===== config.mk =====
export PLATFORM = sky130hd
export DESIGN_NAME = mux_n_lut_config
export DESIGN_NICKNAME = d
export VERILOG_FILES = /design/src/rtl/mux_n_lut_config.sv
export SDC_FILE = /design/constraint.sdc
export NUM_CORES = 1
export LEC_CHECK = 0
export ABC_AREA = 1
export BUFFER_PORTS_ARGS = -buffer_cell sky130_fd_sc_hd__buf_2
export CORE_MARGIN = 3
export CORE_UTILIZATION = 40
export DETAILED_ROUTE_END_ITERATION = 8
export PLACE_DENSITY = 0.61
export SYNTH_ARGS = -nofsm -noshare
export SYNTH_HDL_FRONTEND = slang
export SYNTH_SLANG_ARGS = --single-unit
export TNS_END_PERCENT = 30

===== constraint.sdc =====
create_clock -name CLK -period 1.1 [get_ports CLK]
set_input_delay 0 -clock CLK [delete_from_list [all_inputs] [get_ports CLK]]
set_output_delay 0 -clock CLK [all_outputs]
set_load 0.005 [all_outputs]

===== src/rtl/mux_n_lut_config.sv =====
// Configurable 2^N:1 mux tree with N taps, loaded through a serial
// daisy-chained configuration word that selects split, inversion and
// registering per tap.
//
// Ports:
//   CLK        in   1      rising-edge clock
//   RESET      in   1      synchronous active-high reset
//   I          in   2^N    mux data inputs
//   S          in   N      mux select
//   M          out  N      tap outputs, M[k] is the 2^(k+1):1 tap
//   MODE       in   1      1 = configuration shift, 0 = operate
//   CONFin     in   1      serial configuration in
//   CONFout    out  1      serial configuration out (chain)
//   CFG_VALID  out  1      a complete word has committed
//   CFG_ERR    out  1      sticky, a partial load was aborted
module mux_n_lut_config #(
   parameter int SEL_BITS = 3
) (
   input  logic                       CLK,
   input  logic                       RESET,
   input  logic [(1<<SEL_BITS)-1:0]   I,
   input  logic [SEL_BITS-1:0]        S,
   output logic [SEL_BITS-1:0]        M,
   input  logic                       MODE,
   input  logic                       CONFin,
   output logic                       CONFout,
   output logic                       CFG_VALID,
   output logic                       CFG_ERR
);

   localparam int N    = SEL_BITS;
   localparam int CW   = 2 * N + 1;
   localparam int CNTW = $clog2(CW);

   localparam logic [CNTW-1:0] CNT_ONE  = CNTW'(1);
   localparam logic [CNTW-1:0] CNT_LAST = CNTW'(CW - 1);

   typedef enum logic {
      IDLE,
      SHIFT
   } state_e;

   state_e          state_q, state_d;
   logic [CNTW-1:0] cnt_q,   cnt_d;
   logic [CW-1:0]   sr_q,    sr_d;
   logic [CW-1:0]   act_q,   act_d;
   logic [N-1:0]    r_q,     r_d;
   logic            valid_q, valid_d;
   logic            err_q,   err_d;

   logic            split;
   logic [N-1:0]    inv;
   logic [N-1:0]    reg_en;
   logic [N-1:0]    t;
   logic [N-1:0]    v;
   logic [N-1:0]    idx;

   // Active configuration fields; the shift register never
   // influences the datapath directly.
   assign split  = act_q[CW-1];
   assign inv    = act_q[2*N-1:N];
   assign reg_en = act_q[N-1:0];

   // Tap k selects among the lowest 2^(k+1) inputs using S[k:0].
   // With split set, the widest tap instead reads the upper half.
   always_comb begin
      t   = '0;
      idx = '0;
      for (int k = 0; k < N; k++) begin
         idx = '0;
         for (int j = 0; j <= k; j++) begin
            idx[j] = S[j];
         end
         if (k == N - 1 && split) begin
            idx[N-1] = 1'b1;
         end
         t[k] = I[idx];
      end
   end

   assign v = t ^ inv;

   always_comb begin
      for (int k = 0; k < N; k++) begin
         M[k] = reg_en[k] ? r_q[k] : v[k];
      end
   end

   assign CONFout   = sr_q[CW-1];
   assign CFG_VALID = valid_q;
   assign CFG_ERR   = err_q;

   always_comb begin
      state_d = state_q;
      cnt_d   = cnt_q;
      sr_d    = sr_q;
      act_d   = act_q;
      r_d     = r_q;
      valid_d = valid_q;
      err_d   = err_q;

      // Registered taps freeze while configuration is shifting.
      if (MODE) begin
         sr_d = {sr_q[CW-2:0], CONFin};
      end else begin
         r_d = v;
      end

      unique case (state_q)
         IDLE: begin
            if (MODE) begin
               state_d = SHIFT;
               cnt_d   = CNT_ONE;
            end
         end
         SHIFT: begin
            if (MODE) begin
               if (cnt_q == CNT_LAST) begin
                  // Commit includes the bit arriving on this edge.
                  act_d   = {sr_q[CW-2:0], CONFin};
                  cnt_d   = '0;
                  valid_d = 1'b1;
               end else begin
                  cnt_d = cnt_q + CNT_ONE;
               end
            end else begin
               state_d = IDLE;
               cnt_d   = '0;
               if (cnt_q != '0) begin
                  err_d = 1'b1;
               end
            end
         end
         default: begin
            state_d = IDLE;
         end
      endcase
   end

   always_ff @(posedge CLK) begin
      if (RESET) begin
         state_q <= IDLE;
         cnt_q   <= '0;
         sr_q    <= '0;
         act_q   <= '0;
         r_q     <= '0;
         valid_q <= 1'b0;
         err_q   <= 1'b0;
      end else begin
         state_q <= state_d;
         cnt_q   <= cnt_d;
         sr_q    <= sr_d;
         act_q   <= act_d;
         r_q     <= r_d;
         valid_q <= valid_d;
         err_q   <= err_d;
      end
   end

endmodule


==> run metrics, run 1 <==
Critical R2R Launch=act_q[6]$_SDFFE_PP0P_; CP Class=register to output port; fmax=724 MHz; layout cell share with drive strength beyond 1=32.5%; Post-DRT Antenna Nets=0; power density over the cells=1180 mW/mm^2; Avg Inst Size Synth=7.97 sq um; Iter 0 DRT Violations=24; clk sinks=23; Setup crit end kind=output port; dominant cell type by area after synthesis=dfxtp_1; Hold Crit Start=I[1]; total gr overflow=0; max_cap viols=0; Root Buffer=clkbuf_4; largest net degree at the start of global routing=13; routed via count=875; Worst-Margin Slew=0.310 ns; VDD IR max=0.813 mV; Top Ports=21; first-pass GRT wire length=3.36 mm; Top Layer Used=met4; Synth Area in Compound Gates=19.9%; CTS Buffer Depth=2; Adder-Cell Fraction of Synth Area=0%; CTS buffer count=3; Tcrit/Tclk final=126%; CTS H-tree lvls=1; die area=0.00310 sq mm; hold path cells=5; Tmin final=1.38 ns; design area=0.00121 sq mm; vias in the first global route=818; distinct cell type count after synthesis=24; Post-Syn Nets=139; total wire length=1.91 mm; WL met2=802 um; crit start category=register; drc violations=0; Synth top area share=46.6%; Yosys Warn Count=0; Port Buffer Count=20; Hold Path End=r_q[0]$_SDFFE_PP0N_; met3 WL post-DR=112 um; Pre-Repair DR Iteration Count=4; die height=55.7 um; Slew Limit Fails=0; Area contributors post-synth=dfxtp_1 (47%), nand2_1 (9.9%), inv_1 (4.9%), nand3_1 (4.6%), o21ai_1 (4.1%); core area=0.00228 sq mm; multiplexer share of the synthesized area=0%; main combinational cell family by area after synthesis=simple AND/OR/NAND/NOR gates; antenna cells=0; Critical path origin=act_q[6]$_SDFFE_PP0P_; Synth Cell Area=988 sq um; row count=17; Die Width=55.7 um; # fillers=232; Max-slew headroom=79.3%; WP data arrival=1.38 ns; Crit Path Max Fanout=2; area delta synth->final=22.2%; Worst Path Required=1.10 ns; r2r setup slk=0.05 ns; GRT Overall Usage=13.4%; Reg clk slew, reported paths=0.12 ns; M1 wire length=951 um; register bit count reported by yosys=23; worst skew pair latency=0.31 ns; GPL Wtd Cong=0.864; # setup viols final=1; initial core utilization=43.4%; pre-CTS WS=0.0366 ns; r2r endpoint=r_q[2]$_SDFFE_PP0N_; Vias per Instance=4.81; Seq/Total Area, Yosys=46.6%; failing checks=setup timing; Post-Synth Simple-Gate Area=22.4%; final clock skew=0.00349 ns; Worst R2R Path Depth=6; initial antenna violation count=0; unrepaired setup endpoints after global routing=true; xor/xnor share of the synthesized area=1.77%; hpwl dp=1.46 mm; CTS tree=done; leak pwr=0.530 nW; final worst slack=-0.282 ns; worst hold path type=input port to register; Total Nets Final=170; status=finished with violations; Mapped Cells=124; Placement Cell Area=0.00113 sq mm; final hold vios=0; DR WL/cell=10.5 um
## critical path: stages, from the launching register on
cell and delay [ns]:
dfxtp_2 0.34, or2_1 0.21, nand3b_1 0.17, nand2_1 0.07, nand2_1 0.06, nand3_1 0.07
nand2_1 0.04, buf_2 0.12
## stage by stage
step	util (%)	hold WS, ns	total power [mW]	cells	setup TNS [ns]
2_1_floorplan	-	0.0691	0.972	124	0
3_3_place_gp	49.5	0.249	1.04	174	0
3_5_place_dp	49.5	0.247	1.04	174	0
4_1_cts	52.3	0.128	1.43	182	-0.305
5_1_grt	53.1	0.160	1.50	182	-0.449
6_report	53.1	0.134	1.42	182	-0.282
## state kept, by name, indices dropped and copies added (netlist names)
name	count
sr_q	7
CFG_VALID	1
state_q	1
r_q	3
CFG_ERR	1
cnt_q	3
act_q	7
## cells in the final DEF (no fill, tap or decap), types with 2 or more instances in the layout
cell            n
o21ai_1         8
a21oi_1         5
o21ai_0         2
dfxtp_1        19
a21oi_2         4
nor3_1          2
buf_4           4
o22ai_1         6
dfxtp_2         4
dlygate4sd3_1   3
nand2_1        26
o21ai_2         4
nor2_2          2
nand3_1         9
inv_1          13
clkbuf_4        3
inv_2           4
nor2_1          5
buf_2          20
## Yosys cell counts
master / instances
nand2_4: 1
nor2_4: 1
clkinv_4: 1
nand3b_1: 1
or2_0: 1
o21ai_2: 4
nor3_1: 2
inv_2: 4
xor2_1: 1
nand3_1: 9
o211ai_1: 1
a21oi_1: 5
nor2_1: 7
a21oi_2: 4
nand2_1: 26
o21ai_1: 8
xnor2_1: 1
dfxtp_1: 23
a31oi_1: 1
inv_1: 13
buf_12: 1
o22ai_1: 6
o21ai_0: 2
nand2_2: 1
## cell type report
cell class / count / area (sq um) / share of cell area [%]
sequential: 23 / 465 / 38.5
multi-input combinational: 82 / 448 / 37.1
timing repair buffer: 27 / 160 / 13.3
inverter: 18 / 72.6 / 6.01
tap: 28 / 35.0 / 2.90
clock buffer: 4 / 26.3 / 2.18
## power by group
| group | internal, mW | leakage (nW) | switching, mW |
|---|---|---|---|
| clock | 0.142 | 0.0150 | 0.245 |
| sequential | 0.852 | 0.189 | 0.0109 |
| combinational | 0.0784 | 0.326 | 0.0935 |
| total | 1.07 | 0.530 | 0.349 |
## layer usage
layer  global-route usage [%]  vias up
met2                     21.3       20
met4                     6.25        0
met3                     3.25        5
met5                        0        -
met1                     17.1      382
li1                         -      468
## kinds of logic after synthesis
family          count (synthesis)
simple gates                   49
compound gates                 31
flops                          23
buf+inv                        19
xor+xnor                        2
## how the worst max path moves through the flow
stage | end | slack [ns]
5_1_grt | M[2] | -0.41
6_report | M[2] | -0.28
3_5_place_dp | r_q[2]$_SDFFE_PP0N_ | 0.04
4_1_cts | M[2] | -0.29
2_1_floorplan | act_q[0]$_SDFFE_PP0P_ | 0.06
3_3_place_gp | M[2] | 0.07
## what timing repair did
item                       in CTS  in global routing
gates cloned                    0                  0
setup buffers                   1                  0
pin swaps                       1                  2
resized for setup               1                  7
hold buffers                    3                  0
hold endpoints to repair        7                  0
setup endpoints to repair       2                 14
Note: power is estimated with default switching activity, not from simulation.
==> inputs of run 2 (changes only) <==
Settings changed: CORE_MARGIN 3 to unset.
==> run metrics, run 2 (same netlist as run 1, synthesis figures left out) <==
Clk network pwr share=27.4% (+0.2 points); row count=17 (unchanged); Die Width=51.7 um (-7.2%); overall power=1.44 mW (+1.2%); final hold vios=0 (unchanged); CTS Buffer Depth=2 (unchanged); Critical R2R Launch=act_q[6]$_SDFFE_PP0P_; layout cell share with drive strength beyond 1=35.7% (+3.2 points); # setup viols final=1 (unchanged); Setup crit end kind=output port; Root Buffer=clkbuf_4; GPL Wtd Cong=0.710 (-18%); max_cap viols=0 (unchanged); Tcrit/Tclk final=125% (-0.14 points); die height=51.7 um (-7.2%); total gr overflow=0 (unchanged); Critical path origin=act_q[6]$_SDFFE_PP0P_; commonest non-fill, non-tap cell in the layout=nand2_1; grt peak-use layer=met2; unrepaired setup endpoints after global routing=true; Worst Path Required=1.10 ns (about the same); Total Nets Final=173 (+1.8%); Hold Crit Start=I[0]; Max-slew headroom=77.7% (-1.6 points); CTS tree=done; status=finished with violations; max incr delay on CP=0.33 ns (about the same); hpwl dp=1.48 mm (+1.4%); worst skew pair latency=0.31 ns (about the same); drc violations=0 (unchanged); die area=0.00267 sq mm (-14%); failing checks=setup timing; M1 GR Usage=21.3% (+4.2 points); # fillers=221 (-4.7%); Reg power frac=59.8% (-0.9 points); Port Buffer Count=20 (unchanged); fmax=725 MHz (+0.11%); met3 Use GR=2.63% (-0.62 points); power share of the combinational group=12.8% (+0.7 points); total wire length=2.02 mm (+5.8%); clk sinks=23 (unchanged); crit-path cells=or2_1, nand3b_1, nand3_1, nand3_2, nand2_1, buf_2; crit path max-delay cell type=dfxtp_2; worst hold slack=0.130 ns (-0.00405 ns); Crit Path Max Fanout=2 (unchanged); most frequent cells in the layout=nand2_1 (25), buf_2 (20), dfxtp_1 (18); Tmin final=1.38 ns (-0.00155 ns); fin util=54.9% (+1.8 points); GRT Overall Usage=17.0% (+3.5 points); core area=0.00228 sq mm (unchanged); vias in the first global route=820 (+0.24%); Slew Limit Fails=0 (unchanged); crit start category=register; DR WL/cell=10.9 um (+4.0%); routed via count=895 (+2.3%); Crit path max-delay family=simple AND/OR/NAND/NOR gates; final clock skew=0.00483 ns (+0.00134 ns); Largest regs=act_q (7), sr_q (7); CP Class=register to output port; Top Ports=21 (unchanged); met2 Use GR=28.1% (+6.9 points); VDD IR max=0.665 mV (-18%); sw frac=25.1% (+0.56 points); leak pwr=0.557 nW (+5.1%); final worst slack=-0.280 ns (+0.00155 ns); Post-DRT Antenna Nets=0 (unchanged); Int Pwr=1.08 mW (+0.47%); antenna cells=0 (unchanged); initial antenna violation count=0 (unchanged); number of buffers and inverters on the critical path=1 (unchanged); power density over the cells=1150 mW/mm^2 (-2.1%); CTS buffer count=3 (unchanged); Psw=0.362 mW (+3.5%); Vias per Instance=4.84 (+0.63%); largest net degree at the start of global routing=13 (unchanged); first-pass GRT wire length=3.33 mm (-0.83%); initial core utilization=43.4% (unchanged); area delta synth->final=26.3%; worst hold path type=input port to register; Pre-Repair DR Iteration Count=4 (unchanged); Worst-Margin Slew=0.334 ns (+0.0238 ns); CTS H-tree lvls=1 (unchanged); WP data arrival=1.38 ns (about the same); Iter 0 DRT Violations=10 (-58%); Reg clk slew, reported paths=0.12 ns (about the same)
==> run 2: cell types whose count changed in the layout (fill, tap and decap cells not counted) <==
| cell | delta |
|---|---|
| buf_4 | +3 |
| clkinv_4 | -1 |
| dfxtp_1 | -1 |
| dfxtp_4 | +1 |
| inv_8 | +1 |
| nand2_1 | -1 |
| nand2_2 | +1 |
| nand3_1 | -1 |
| nand3_2 | +1 |
| nor2_1 | +1 |
| nor2_2 | -1 |
| xnor2_1 | -1 |
| xnor2_2 | +1 |
==> run 2: area by class of cell <==
cell class	count	area, sq um	share of cell area, %
Tap cell	28	35.0	2.81
Multi-Input combinational cell	82	460	36.9
Timing Repair Buffer	30	183	14.6
Sequential cell	23	469	37.6
Clock buffer	4	26.3	2.10
Inverter	18	75.1	6.01
==> run 2: power by group through the flow <==
stage	clock network (mW)	logic, mW	registers (mW)
after floorplan	0	0.0890	0.882
after global placement	0	0.163	0.880
after detailed placement	0	0.167	0.880
after CTS	0.407	0.176	0.862
after global routing	0.446	0.209	0.863
final	0.394	0.184	0.860
==> run 2: path summary, 6_finish.rpt <==
check,end,slack (ns),cells past startpoint
max,M[2],-0.28,6
max reg2reg,r_q[2]$_SDFFE_PP0N_,0.05,6
min,r_q[0]$_SDFFE_PP0N_,0.13,5
min reg2reg,r_q[2]$_SDFFE_PP0N_,0.47,2
==> run 2: worst reg2reg max path: cells and delay by family, from the launching register on <==
family           cells  cell delay (ns)
AND/OR/NAND/NOR      6             0.63
flip-flops           1             0.33
==> run 2: timing repair <==
| action | 4_1_cts | 5_1_grt |
|---|---|---|
| gates resized for setup | 1 | 12 |
| hold buffers | 3 | 0 |
| endpoints found under the setup margin | 2 | 12 |
| buffers inserted | 1 | 1 |
| pin swaps | 3 | 4 |
| hold endpoints to repair | 6 | 0 |
==> run 2: metal layers <==
| metal | share of wire, % | wire length (um) |
|---|---|---|
| met4 | 2.0 | 41 |
| met5 | 0 | 0 |
| met1 | 49 | 987 |
| met3 | 3.6 | 73 |
| met2 | 45 | 917 |
==> run 2: through the flow <==
stage / TNS (ns) / cells / area [sq um] / setup slack, ns
6_report: -0.280 / 185 / 1250 / -0.280
5_1_grt: -0.546 / 185 / 1250 / -0.421
4_1_cts: -0.329 / 184 / 1210 / -0.324
3_5_place_dp: 0 / 176 / 1140 / 0.0241
3_3_place_gp: 0 / 176 / 1140 / 0.0686
2_1_floorplan: 0 / 124 / 988 / 0.0557
